[src/rtl/note_sequencer_pkg.sv]
// Shared types for the PS/2 note sequencer: note encoding, scan-code constants,
// key-to-note lookup and the frame FSM state encoding.
package note_pkg;

  typedef enum logic [3:0] {
    NOTE_OFF = 4'd0,
    NOTE_A3  = 4'd1,
    NOTE_B3  = 4'd2,
    NOTE_C4  = 4'd3,
    NOTE_D4  = 4'd4,
    NOTE_E4  = 4'd5,
    NOTE_F4  = 4'd6,
    NOTE_G4  = 4'd7,
    NOTE_A4  = 4'd8
  } note_t;

  typedef enum logic [1:0] {IDLE, SHIFT, CHECK, DECODE} state_t;

  localparam logic [7:0] SC_BREAK = 8'hF0;
  localparam logic [7:0] SC_EXT   = 8'hE0;

  localparam logic [7:0] SC_KEY_A3 = 8'h1C;
  localparam logic [7:0] SC_KEY_B3 = 8'h1B;
  localparam logic [7:0] SC_KEY_C4 = 8'h23;
  localparam logic [7:0] SC_KEY_D4 = 8'h2B;
  localparam logic [7:0] SC_KEY_E4 = 8'h34;
  localparam logic [7:0] SC_KEY_F4 = 8'h33;
  localparam logic [7:0] SC_KEY_G4 = 8'h3B;
  localparam logic [7:0] SC_KEY_A4 = 8'h42;

  function automatic note_t scan_to_note(input logic [7:0] code);
    case (code)
      SC_KEY_A3: return NOTE_A3;
      SC_KEY_B3: return NOTE_B3;
      SC_KEY_C4: return NOTE_C4;
      SC_KEY_D4: return NOTE_D4;
      SC_KEY_E4: return NOTE_E4;
      SC_KEY_F4: return NOTE_F4;
      SC_KEY_G4: return NOTE_G4;
      SC_KEY_A4: return NOTE_A4;
      default:   return NOTE_OFF;
    endcase
  endfunction

endpackage

[src/rtl/note_sequencer_if.sv]
// Keyboard-side lines and note/frame status outputs of the note sequencer.
interface note_sequencer_if;
  logic       kb_clk;
  logic       kb_data;
  logic [3:0] sel;
  logic       note_on;
  logic [7:0] scan_code;
  logic       frame_valid;
  logic       frame_err;

  modport master (output kb_clk, kb_data,
                  input  sel, note_on, scan_code, frame_valid, frame_err);
  modport slave  (input  kb_clk, kb_data,
                  output sel, note_on, scan_code, frame_valid, frame_err);
endinterface

[src/rtl/note_sequencer_ps2_sync_edge.sv]
// Two-flop synchronisers for raw PS/2 clock/data and a falling-edge detector
// on the synchronised clock.
module ps2_sync_edge (
  input  logic clk,
  input  logic reset,
  input  logic kb_clk,
  input  logic kb_data,
  output logic data,
  output logic fall
);

  logic [2:0] clk_sync;
  logic [1:0] data_sync;

  // Cleared to 0 so a line already high at reset release never looks like a fall.
  always_ff @(posedge clk or posedge reset) begin
    if (reset) begin
      clk_sync  <= '0;
      data_sync <= '0;
    end else begin
      // NOTE: non-blocking so each stage takes the previous stage's old value.
      clk_sync  <= {clk_sync[1:0], kb_clk};
      data_sync <= {data_sync[0], kb_data};
    end
  end

  assign fall = !clk_sync[1] && clk_sync[2];
  assign data = data_sync[1];

endmodule

[src/rtl/note_sequencer.sv]
// PS/2 frame receiver and hold-until-release note controller.
// Optional auto-release of a held note is enabled by NOTE_AUTO_RELEASE_EN.
module note_sequencer
  import note_pkg::*;
#(
  parameter int BIT_TIMEOUT = 2080
`ifdef NOTE_AUTO_RELEASE_EN
  , parameter int RELEASE_CYC = 1248000
`endif
) (
  input  logic              clk,
  input  logic              reset,
  note_sequencer_if.slave   kb
);

  localparam int TMO_W = $clog2(BIT_TIMEOUT + 1);

  logic             fall;
  logic             data;
  state_t           state, state_d;
  logic [3:0]       bit_cnt;
  logic [9:0]       shreg;
  logic [TMO_W-1:0] tmo_cnt;
  logic [7:0]       scan_code;
  logic             frame_valid, frame_err;
  logic             fv_d, fe_d;
  note_t            sel, sel_d, mapped;
  logic             note_on;
  logic             brk_pend, ext_pend, brk_d, ext_d;
  logic             frame_ok;

  ps2_sync_edge u_sync (
    .clk     (clk),
    .reset   (reset),
    .kb_clk  (kb.kb_clk),
    .kb_data (kb.kb_data),
    .data    (data),
    .fall    (fall)
  );

  // shreg holds {stop, parity, data[7:0]} once all ten post-start bits are in.
  assign frame_ok = (^shreg[8:0]) && shreg[9];

  always_ff @(posedge clk or posedge reset) begin
    if (reset) state <= IDLE;
    else       state <= state_d;
  end

  always_comb begin
    // NOTE: every output gets a default first, so no path infers a latch.
    state_d = state;
    fv_d    = 1'b0;
    fe_d    = 1'b0;
    case (state)
      IDLE:   if (fall && !data) state_d = SHIFT;
      SHIFT: begin
        if (fall) begin
          if (bit_cnt == 4'd9) state_d = CHECK;
        end else if (tmo_cnt == TMO_W'(BIT_TIMEOUT)) begin
          fe_d    = 1'b1;
          state_d = IDLE;
        end
      end
      CHECK: begin
        if (frame_ok) begin
          fv_d    = 1'b1;
          state_d = DECODE;
        end else begin
          fe_d    = 1'b1;
          state_d = IDLE;
        end
      end
      DECODE: state_d = IDLE;
      default: state_d = IDLE;
    endcase
  end

`ifdef NOTE_AUTO_RELEASE_EN
  logic        is_make;
  logic [20:0] rel_cnt;

  always_ff @(posedge clk or posedge reset) begin
    if (reset)                              rel_cnt <= '0;
    else if (is_make)                       rel_cnt <= 21'(RELEASE_CYC);
    else if (sel != NOTE_OFF && rel_cnt != '0) rel_cnt <= rel_cnt - 21'd1;
  end
`endif

  // Note rules; a decoded make overrides an auto-release in the same cycle.
  always_comb begin
    sel_d  = sel;
    brk_d  = brk_pend;
    ext_d  = ext_pend;
    mapped = scan_to_note(scan_code);
`ifdef NOTE_AUTO_RELEASE_EN
    is_make = 1'b0;
    if (sel != NOTE_OFF && rel_cnt == '0) sel_d = NOTE_OFF;
`endif
    if (state == DECODE) begin
      if (scan_code == SC_EXT) begin
        ext_d = 1'b1;
      end else if (scan_code == SC_BREAK) begin
        brk_d = 1'b1;
      end else begin
        if (mapped != NOTE_OFF && !ext_pend) begin
          if (!brk_pend) begin
            sel_d = mapped;
`ifdef NOTE_AUTO_RELEASE_EN
            is_make = 1'b1;
`endif
          end else if (mapped == sel) begin
            sel_d = NOTE_OFF;
          end
        end
        brk_d = 1'b0;
        ext_d = 1'b0;
      end
    end
  end

  always_ff @(posedge clk or posedge reset) begin
    if (reset) begin
      bit_cnt     <= '0;
      shreg       <= '0;
      tmo_cnt     <= '0;
      scan_code   <= '0;
      frame_valid <= 1'b0;
      frame_err   <= 1'b0;
      sel         <= NOTE_OFF;
      note_on     <= 1'b0;
      brk_pend    <= 1'b0;
      ext_pend    <= 1'b0;
    end else begin
      frame_valid <= fv_d;
      frame_err   <= fe_d;
      case (state)
        IDLE: begin
          bit_cnt <= '0;
          tmo_cnt <= '0;
        end
        SHIFT: begin
          if (fall) begin
            shreg   <= {data, shreg[9:1]};
            bit_cnt <= bit_cnt + 4'd1;
            tmo_cnt <= '0;
          end else begin
            tmo_cnt <= tmo_cnt + TMO_W'(1);
          end
        end
        CHECK: if (frame_ok) scan_code <= shreg[7:0];
        default: ;
      endcase
      sel      <= sel_d;
      note_on  <= (sel_d != NOTE_OFF);
      brk_pend <= brk_d;
      ext_pend <= ext_d;
    end
  end

  assign kb.sel         = sel;
  assign kb.note_on     = note_on;
  assign kb.scan_code   = scan_code;
  assign kb.frame_valid = frame_valid;
  assign kb.frame_err   = frame_err;

endmodule

[src/flat_wrapper.sv]
// flat-port wrapper written by rule: the top's interface ports become plain ports
module note_sequencer_flat import note_pkg::*;
#(
  parameter int BIT_TIMEOUT = 2080

)
  (clk, reset, kb_kb_clk, kb_kb_data, kb_sel, kb_note_on, kb_scan_code, kb_frame_valid, kb_frame_err);
  note_sequencer_if kb_i ();
  input  logic clk;
  input  logic reset;
  input wire logic [$bits(kb_i.kb_clk)-1:0] kb_kb_clk;
  input wire logic [$bits(kb_i.kb_data)-1:0] kb_kb_data;
  output wire logic [$bits(kb_i.sel)-1:0] kb_sel;
  output wire logic [$bits(kb_i.note_on)-1:0] kb_note_on;
  output wire logic [$bits(kb_i.scan_code)-1:0] kb_scan_code;
  output wire logic [$bits(kb_i.frame_valid)-1:0] kb_frame_valid;
  output wire logic [$bits(kb_i.frame_err)-1:0] kb_frame_err;
  assign kb_i.kb_clk = kb_kb_clk;
  assign kb_i.kb_data = kb_kb_data;
  assign kb_sel = kb_i.sel;
  assign kb_note_on = kb_i.note_on;
  assign kb_scan_code = kb_i.scan_code;
  assign kb_frame_valid = kb_i.frame_valid;
  assign kb_frame_err = kb_i.frame_err;
  note_sequencer #(.BIT_TIMEOUT(BIT_TIMEOUT)) u_core (.clk(clk), .reset(reset), .kb(kb_i));
endmodule
[config.mk]
export PLATFORM = sky130hd
export DESIGN_NAME = note_sequencer_flat
export DESIGN_NICKNAME = d
export VERILOG_FILES = /design/src/rtl/note_sequencer_pkg.sv /design/src/rtl/note_sequencer_if.sv /design/src/rtl/note_sequencer_ps2_sync_edge.sv /design/src/rtl/note_sequencer.sv /design/src/flat_wrapper.sv
export SDC_FILE = /design/constraint.sdc
export NUM_CORES = 1
export LEC_CHECK = 0
export BUFFER_PORTS_ARGS = -buffer_cell sky130_fd_sc_hd__buf_2
export CORE_MARGIN = 1.5
export CORE_UTILIZATION = 45
export DETAILED_ROUTE_END_ITERATION = 16
export GPL_TIMING_DRIVEN = 0
export PLACE_DENSITY = 0.64
export SLEW_MARGIN = 20
export SYNTH_ARGS = -nofsm -noshare
export SYNTH_HDL_FRONTEND = slang
export SYNTH_SLANG_ARGS = --single-unit
[constraint.sdc]
create_clock -name clk -period 2.1 [get_ports clk]
set_clock_uncertainty 0.05 [all_clocks]
set_input_delay 0.105 -clock clk [delete_from_list [all_inputs] [get_ports clk]]
set_output_delay 0.105 -clock clk [all_outputs]
set_load 0.005 [all_outputs]
; ---- After elaboration in Yosys (flattened, before gate mapping)
; Cells that the tools add are included.
[totals]
reg_bits = 50
output_inout_bits = 15
[classes]
addsub = 2
reduce_logical = 18
eq_ne = 21
mux = 26
bitwise_logic = 1
[ops]
columns = operator, n
row1 = "equality test 8 x 6 -> 1 bit, second input constant", 5
row2 = case mux 4 bit (8 select lines), 1
row3 = two-way mux 4 bit, 7
row4 = case mux 12 bit (2 select lines), 1
row5 = "equality test 8 x 5 -> 1 bit, second input constant", 2
row6 = "equality test 8 bit, second input constant", 2
row7 = "adder 12 x 1 -> 12 bit, second input constant", 1
row8 = "equality test 12 bit, second input constant", 1
row9 = two-way mux 12 bit, 1
row10 = two-way mux 2 bit, 5
row11 = AND reduction 2 bit, 5
row12 = parity 9 bit, 1
row13 = "equality test 8 x 7 -> 1 bit, second input constant", 1
row14 = two-way mux 1 bit, 8
row15 = case mux 2 bit (4 select lines), 1
row16 = case mux 4 bit (2 select lines), 1
row17 = nonzero test 4 bit, 2
row18 = "inequality test 2 x 1 -> 1 bit, second input constant", 3
row19 = "adder 4 x 1 -> 4 bit, second input constant", 1
row20 = "equality test 2 bit, second input constant", 2
row21 = equality test 4 bit, 1
row22 = "equality test 4 bit, second input constant", 1
row23 = logical AND 1 bit, 4
row24 = zero test 1 bit, 3
row25 = other kinds (8), 8

; ---- Longest topological paths before layout
; Gate-level depths: netlist (run 1).
[logic_depth]
word_depth = 10
depth_mapped = 9
depth_no_buf = 8

; ---- Hierarchy
; A second synthesis (run 1) with hierarchy kept.
[hier_totals]
hier_cells = 238
area_unflattened_um2 = 2533.7
[modules_own_cells]
columns = mod, cells_each, n_inst, area_per_inst_um2
row1 = note_sequencer, 231, 1, 2391.0
row2 = ps2_sync_edge, 7, 1, 142.6

; ---- Worst setup path after synthesis (run 1)
; OpenSTA, ideal clock, no wires.
[synth_path]
kind = flip-flop to flip-flop
startpoint = register u_core.scan_code[0] (netlist: u_core.kb.scan_code[0])
endpoint = register u_core.note_on (netlist: u_core.kb.note_on)
setup_slack_ps = -93
period_less_slack_ps = 2193
setup_time_ps = 124
t_arrival_ps = 2019
path_buffers = 0
stages_incl_launch_ff = 7
path_cell_list = dfrtp_1 -> or4b_4 -> o2111ai_4 -> a41oi_2 -> or3_1 -> o31a_1 -> a211o_1
[synth_via]
elab_chain_len = 10
elab_cells_between_ends = 21
[synth_rtl]
columns = element, line_no
row1 = from (decl), note_sequencer.sv:24  ; logic [7:0] scan_code;
row2 = from (signal assigned), note_sequencer.sv:150  ; CHECK: if (frame_ok) scan_code <= shreg[7:0];
row3 = "equality test 8 x 7 -> 1 bit, or another cell as far along", note_sequencer_pkg.sv:32  ; case (code)
row4 = case mux 4 bit (8 select lines), note_sequencer_pkg.sv:32
row5 = equality test 4 bit, note_sequencer.sv:111  ; end else if (mapped == sel) begin
row6 = two-way mux 4 bit, note_sequencer.sv:111
row7 = two-way mux 4 bit, note_sequencer.sv:106  ; if (!brk_pend) begin
row8 = two-way mux 4 bit, note_sequencer.sv:105  ; if (mapped != NOTE_OFF && !ext_pend) begin
row9 = two-way mux 4 bit, note_sequencer.sv:102  ; end else if (scan_code == SC_BREAK) begin
row10 = two-way mux 4 bit *, note_sequencer.sv:100  ; if (scan_code == SC_EXT) begin
row11 = two-way mux 4 bit *, note_sequencer.sv:99  ; if (state == DECODE) begin
row12 = nonzero test 4 bit *, note_sequencer.sv:154  ; note_on <= (sel_d != NOTE_OFF);
row13 = to (signal assigned), note_sequencer.sv:154
row14 = to (decl), note_sequencer.sv:28  ; logic note_on;
; Every way passes the cells marked *; elsewhere a longest branch is shown, timed or not.
; A chain may end at the register's enable or synchronous reset.

; ---- Final worst setup path (run 1)
; Ends and elaborated chain as after synthesis.

==> results of run 1 <==
-- sequential cells by signal, indices dropped and copies added (netlist names) --
signal                   count
u_core.brk_pend              1
u_core.kb.sel                4
u_core.kb.frame_valid        1
u_core.u_sync.clk_sync       3
u_core.bit_cnt               4
u_core.kb.frame_err          1
u_core.state                 2
u_core.kb.scan_code          8
u_core.ext_pend              1
u_core.u_sync.data_sync      2
u_core.kb.note_on            1
u_core.shreg                10
u_core.tmo_cnt              12
-- worst max path at each step --
stage / start / endpoint / slack (ps) / cells past startpoint
finish: u_core.kb.scan_code[0] / u_core.kb.note_on / -120 / 7
global route: u_core.kb.scan_code[0] / u_core.kb.note_on / -250 / 7
CTS: u_core.kb.scan_code[0] / u_core.kb.note_on / -130 / 6
detailed placement: u_core.kb.scan_code[5] / u_core.kb.note_on / -420 / 6
global placement: u_core.kb.scan_code[5] / u_core.kb.note_on / -360 / 6
floorplan: u_core.kb.scan_code[0] / u_core.kb.note_on / -40 / 6
-- Yosys cell counts (all sizes together), types with 5 or more instances --
master / count / area, um2
nor4b: 6 / 65.1
xor2: 5 / 43.8
a21oi: 9 / 45.0
ha: 8 / 100
nand3: 11 / 55.1
clkbuf: 9 / 33.8
o21ai: 25 / 125
nand2: 47 / 176
dfrtp: 50 / 1250
nor2: 16 / 60.1
xnor2: 7 / 61.3
mux2: 10 / 113
and3: 5 / 31.3
nand4: 6 / 37.5
inv: 13 / 48.8
-- cell families (layout without fill, tap and decap cells) --
family	count (synthesis)	after routing	synth area share, %
xor+xnor	13	13	4.89
fa+ha+maj	8	8	3.84
mux	12	12	5.09
compound gates	52	52	13.0
simple gates	111	111	21.9
flops	50	50	48.0
buf+inv	23	64	3.36
-- worst max-delay path: cells and delay by family, from the launching register on --
kind	cells	cell delay (ps)
AOI/OAI and AO/OA	3	660
buffers and inverters	1	150
DFF	1	450
and+or+nand+nor	3	790
-- layout make-up --
cell class | count | area [um2]
Fill cell | 474 | 2360
Multi-Input combinational cell | 196 | 1400
Sequential cell | 50 | 1260
Timing Repair Buffer | 34 | 230
Tap cell | 72 | 90.1
Clock buffer | 6 | 72.6
Inverter | 13 | 48.8
Buffer | 9 | 45.0
Clock inverter | 2 | 37.5
-- per-stage QoR --
stage	power (mW)	hold WS, ps	instance area [um2]
6_report	3.20	276	3180
5_1_grt	3.43	296	3180
4_1_cts	3.17	286	3050
3_5_place_dp	2.43	66.5	2810
3_3_place_gp	2.38	163	2790
2_1_floorplan	2.16	86.4	2610
-- where the power goes --
part	leakage (nW)	switching, mW	internal, mW	total (mW)
clock network	0.0514	0.314	0.356	0.670
logic	0.798	0.597	0.554	1.15
registers	0.663	0.232	1.15	1.38
total	1.51	1.14	2.06	3.20
-- metal layers --
| metal | part of all wire, % | global-route usage [%] |
|---|---|---|
| met1 | 48 | 24.6 |
| met2 | 47 | 29.4 |
| met3 | 2.8 | 3.56 |
| met4 | 1.4 | 6.32 |
| met5 | 0 | 0 |
-- timing repair --
action	CTS	global route
pin swaps	4	12
endpoints found under the hold margin	18	0
hold buffers	3	0
setup endpoints to repair	6	14
setup buffers	7	5
gates resized for setup	12	26
==> results_dict.tcl, run 1 <==
set metrics [dict create \
    finalSetupTns_ps -118 \
    final_layout_size_suffix_gt1_share_pct 25.5 \
    most-common-layout-cells "sky130_fd_sc_hd__nand2_1 (46), sky130_fd_sc_hd__dfrtp_1 (45), sky130_fd_sc_hd__o21ai_0 (22)" \
    max_capacitance_violation_total 0 \
    cp_max_fo 6 \
    synth_async_sr_flop_share_pct 100 \
    grt_setup_unrepaired "yes" \
    first_pass_iters 5 \
    cts_inserted_buffers 5 \
    timing.final.crit_share_pct 106 \
    rr_worst_depth 7 \
    final_count_of_pins_violating_max_slew 0 \
    proportion_of_synthesized_chip_area_in_sequential_cells_pct 48.0 \
    synth_area_um2 2610 \
    synth.avg_cell_area_um2 9.69 \
    tritoncts "yes" \
    drcViolationCount 0 \
    global_route.usage.total_pct 18.3 \
    nets 321 \
    placed_cells_incl_taps 360 \
    worst_setup_path_end_kind "flip-flop" \
    final_hold_violation_count 0 \
    clk_latency_ps 300 \
    floorplan.die.width_um 79.1 \
    worst_hold_path_type "input port to asynchronous set/reset pin" \
    first_iter_violations 108 \
    timing.critical_path.slowest_stage_cell "sky130_fd_sc_hd__dfrtp_2" \
    flow.area_growth_from_synthesis_pct 22.0 \
    clk_root_buffer_cell "sky130_fd_sc_hd__clkbuf_8" \
    cts.reportedPaths.clkPinSlew_ps 90 \
    ctsHtreeMaxLevel 2 \
    ff2ff_setup_slack_ps -120 \
    timing_worst_slew_pin_value_ps 516 \
    placement.io_buffers 18 \
    number_of_core_rows 27 \
    route.detailed.wl_per_inst_um 14.1 \
    via_count 2035 \
    initial_utilization_pct 47.1 \
    globalRouteOverflowTotal 0 \
    achievable_freq_mhz 451 \
    crit_path_start_kind "flip-flop" \
    wirelength_um 5380 \
    detailedPlace.worstSlack_ps -416 \
    layout.cells.most_common "sky130_fd_sc_hd__nand2_1" \
    total_nets_after_synthesis 281 \
    gp_congestion 0.798 \
    slew_headroom_pct 65.3 \
    yosys_register_bits 50 \
    total_leakage_power_nw 1.51 \
    critical_path.reg2reg.startpoint "u_core.kb.scan_code[0]" \
    clock-sinks 50 \
    timing.final.crit_period_ps 2220 \
    avgViaCountPerCell 5.33 \
    io_pins 19 \
    antenna_found_initial 0 \
    critical_path.cell_chain "buf_4 -> nor4b_1 -> nand4_1 -> nand3_1 -> o21ai_2 -> o31a_1 -> a211o_1" \
    synth_enable_flop_cells 0 \
    final_core_util_pct 57.4 \
    via_count_of_the_first_global_routing_pass 1953 \
    die_area_um2 6260 \
    antenna_cells 0 \
    timing.final.ws_setup_ps -118 \
    yosysWarnings 0 \
    ys_types 45 \
    vertical_die_dimension_um 79.1 \
    placeableCoreArea_um2 5540 \
    place_hpwl_um 3580 \
    clock_tree.buffer_depth 2 \
    grt_start_max_net_pins 35 \
    critPathKind "flip-flop to flip-flop" \
    power_density_nw_per_um2 1010 \
    arrival_ps 2360 \
    vdd_ir_drop_max_v 0.000477 \
    antenna_violating_nets_post_route 0 \
    final_cell_count_no_fill 382 \
    worst-endpoint-required_ps 2240 \
    post_synth_inst_count 269 \
    grt_pass1_wl_um 8970 \
    finalSetupViolCount 1 \
    synth-main-ff-cell "sky130_fd_sc_hd__dfrtp_1" \
    failed_checks "negative setup slack" \
    critical_path_s_largest_stage_delay_ps 450 \
    worst_r2r_endpoint "u_core.kb.note_on" \
    outcome "complete, but fails checks" \
]
No activity file was read; power rests on OpenSTA's default activity.
==> inputs of run 2 (changes only) <==
--- a/config.mk
+++ b/config.mk
@@ -9,8 +9,8 @@
 export CORE_MARGIN = 1.5
 export CORE_UTILIZATION = 45
 export DETAILED_ROUTE_END_ITERATION = 16
-export GPL_TIMING_DRIVEN = 0
 export PLACE_DENSITY = 0.64
+export REMOVE_ABC_BUFFERS = 1
 export SLEW_MARGIN = 20
 export SYNTH_ARGS = -nofsm -noshare
 export SYNTH_HDL_FRONTEND = slang
==> constraint.sdc (replaced) <==
create_clock -name clk -period 2 [get_ports clk]
set_clock_uncertainty 0.05 [all_clocks]
set_input_delay 0.1 -clock clk [delete_from_list [all_inputs] [get_ports clk]]
set_output_delay 0.1 -clock clk [all_outputs]
set_load 0.005 [all_outputs]
==> results_dict.tcl, run 2 (synthesis results as in run 1) <==
set metrics [dict create \
    flow.area_growth_from_synthesis_pct 28.7 \
    ctsHtreeMaxLevel 2 \
    total_area_of_multi_input_combinational_cells_um2 1350 \
    failed_checks "negative setup slack" \
    slew_headroom_pct 64.4 \
    crit_path_start_kind "flip-flop" \
    max_flop_register "u_core.tmo_cnt" \
    most-common-layout-cells "sky130_fd_sc_hd__dfrtp_1 (50), sky130_fd_sc_hd__nand2_1 (47), sky130_fd_sc_hd__buf_4 (43)" \
    first_iter_violations 79 \
    place_hpwl_um 3780 \
    worstHoldEndpoint "u_core.u_sync.data_sync[1]" \
    globalRouteOverflowTotal 0 \
    placed_cells_incl_taps 389 \
    critPathKind "flip-flop to flip-flop" \
    critical_path.reg2reg.startpoint "u_core.kb.scan_code[0]" \
    number_of_core_rows 27 \
    arrival_ps 2350 \
    die_area_um2 6260 \
    tritoncts "yes" \
    finalSetupViolCount 4 \
    grt_pass1_wl_um 9320 \
    antenna_cells 0 \
    timing_worst_slew_pin_value_ps 534 \
    clock_tree.buffer_depth 2 \
    gp_congestion 0.861 \
    startpoint_of_the_tightest_hold_check_path "u_core.u_sync.data_sync[0]" \
    worst_setup_path_end_kind "flip-flop" \
    number_of_flip_flops_under_the_largest_register_name 12 \
    grt_setup_unrepaired "yes" \
    vertical_die_dimension_um 79.1 \
    timing.hold.worst_path_depth 0 \
    cts_inserted_buffers 5 \
    largest_registers "u_core.tmo_cnt (12), u_core.shreg (10), u_core.kb.scan_code (8)" \
    initial_utilization_pct 47.1 \
    timing.final.ws_setup_ps -200 \
    placeableCoreArea_um2 5540 \
    drcViolationCount 0 \
    power_density_nw_per_um2 1050 \
    achievable_freq_mhz 455 \
    seq_area_um2 1250 \
    final_hold_violation_count 0 \
    clk_root_buffer_cell "sky130_fd_sc_hd__clkbuf_8" \
    cp_max_fo 5 \
    final_layout_size_suffix_gt1_share_pct 31.1 \
    first_pass_iters 4 \
    outcome "complete, but fails checks" \
    total_leakage_power_nw 1.68 \
    layout.filler_cells 489 \
    via_count 2167 \
    worst-endpoint-required_ps 2150 \
    antenna_violating_nets_post_route 0 \
    cts.reportedPaths.clkPinSlew_ps 100 \
    grt_start_max_net_pins 28 \
    nets 349 \
    final_cell_count_no_fill 410 \
    avgViaCountPerCell 5.29 \
    route.detailed.wl_per_inst_um 13.6 \
    io_pins 19 \
    worst_r2r_endpoint "u_core.kb.note_on" \
    floorplan.die.width_um 79.1 \
    clock-sinks 50 \
    clk_latency_ps 310 \
    timing.final.crit_period_ps 2200 \
    placement.io_buffers 18 \
    final_count_of_pins_violating_max_slew 0 \
    wirelength_um 5590 \
    max_capacitance_violation_total 0 \
    ff2ff_setup_slack_ps -200 \
    rr_worst_depth 6 \
    global_route.usage.total_pct 18.8 \
    antenna_found_initial 0 \
    detailedPlace.worstSlack_ps -262 \
    vdd_ir_drop_max_v 0.000496 \
    via_count_of_the_first_global_routing_pass 2064 \
    worst_hold_path_type "flip-flop to flip-flop" \
    layout.cells.most_common "sky130_fd_sc_hd__dfrtp_1" \
    timing.final.crit_share_pct 110 \
]
-- run 2: changes by cell type in the layout (fill, tap and decap cells not counted), sizes merged --
cell / previous run / this run
clkinv: 0 / 2
buf: 34 / 68
clkbuf: 12 / 5
bufinv: 1 / 0
-- run 2: worst max path at each step --
stage,end,cells after the start,start,slack [ps]
5_1_grt,u_core.kb.note_on,6,u_core.kb.scan_code[0],-270
2_1_floorplan,u_core.kb.note_on,6,u_core.kb.scan_code[3],-220
3_5_place_dp,u_core.kb.note_on,7,u_core.kb.scan_code[0],-260
6_report,u_core.kb.note_on,6,u_core.kb.scan_code[0],-200
3_3_place_gp,u_core.kb.note_on,6,u_core.kb.scan_code[0],-170
4_1_cts,u_core.kb.note_on,6,u_core.kb.scan_code[2],-180
-- run 2: critical path: stages (launching register included) --
cell and delay, ps:
sky130_fd_sc_hd__dfrtp_1 430, sky130_fd_sc_hd__or4b_4 570, sky130_fd_sc_hd__o2111ai_4 240, sky130_fd_sc_hd__a41oi_2 80, sky130_fd_sc_hd__or3_1 350, sky130_fd_sc_hd__o31a_1 110, sky130_fd_sc_hd__a211o_1 250
-- run 2: layer usage --
metal | vias up | GRT usage [%] | part of all wire (%)
met5 | - | 0 | 0
met4 | 0 | 6.67 | 1.1
met3 | 6 | 3.91 | 3.2
met2 | 37 | 31.0 | 49
met1 | 1052 | 24.4 | 47
li1 | 1072 | - | -
-- run 2: report_power, final --
part,switching (mW),internal [mW],total (mW),leakage [nW]
clock,0.347,0.246,0.594,0.0441
sequential,0.197,1.21,1.40,0.671
combinational,0.745,0.786,1.53,0.965
total,1.29,2.24,3.53,1.68
-- run 2: area by class of cell --
type                       instances  area share [%]
tap                               72            2.68
timing repair buffer              71            15.8
inverter                          13            1.45
sequential                        50            37.3
clock buffer                       5            2.05
multi-input combinational        196            40.1
clock inverter                     3           0.634
-- run 2: what timing repair did --
action / in CTS / in global routing
hold endpoints to repair: 25 / 0
hold buffers: 3 / 0
buffers inserted: 2 / 8
pin swaps: 6 / 17
endpoints found under the setup margin: 5 / 15
resized for setup: 5 / 19
gates cloned: 0 / 1
-- run 2: metrics by stage --
stage / utilization, % / total power [mW] / hold slack (ps) / instance area (um2) / TNS, ps
after CTS: 58.2 / 3.41 / 311 / 3220 / -240
after detailed placement: 55.3 / 2.77 / 126 / 3060 / -494
final: 60.6 / 3.53 / 308 / 3360 / -401
after global routing: 60.6 / 3.80 / 312 / 3360 / -1280
after global placement: 55.3 / 2.75 / 120 / 3060 / -203
after floorplan: - / 2.24 / 81.4 / 2570 / -224
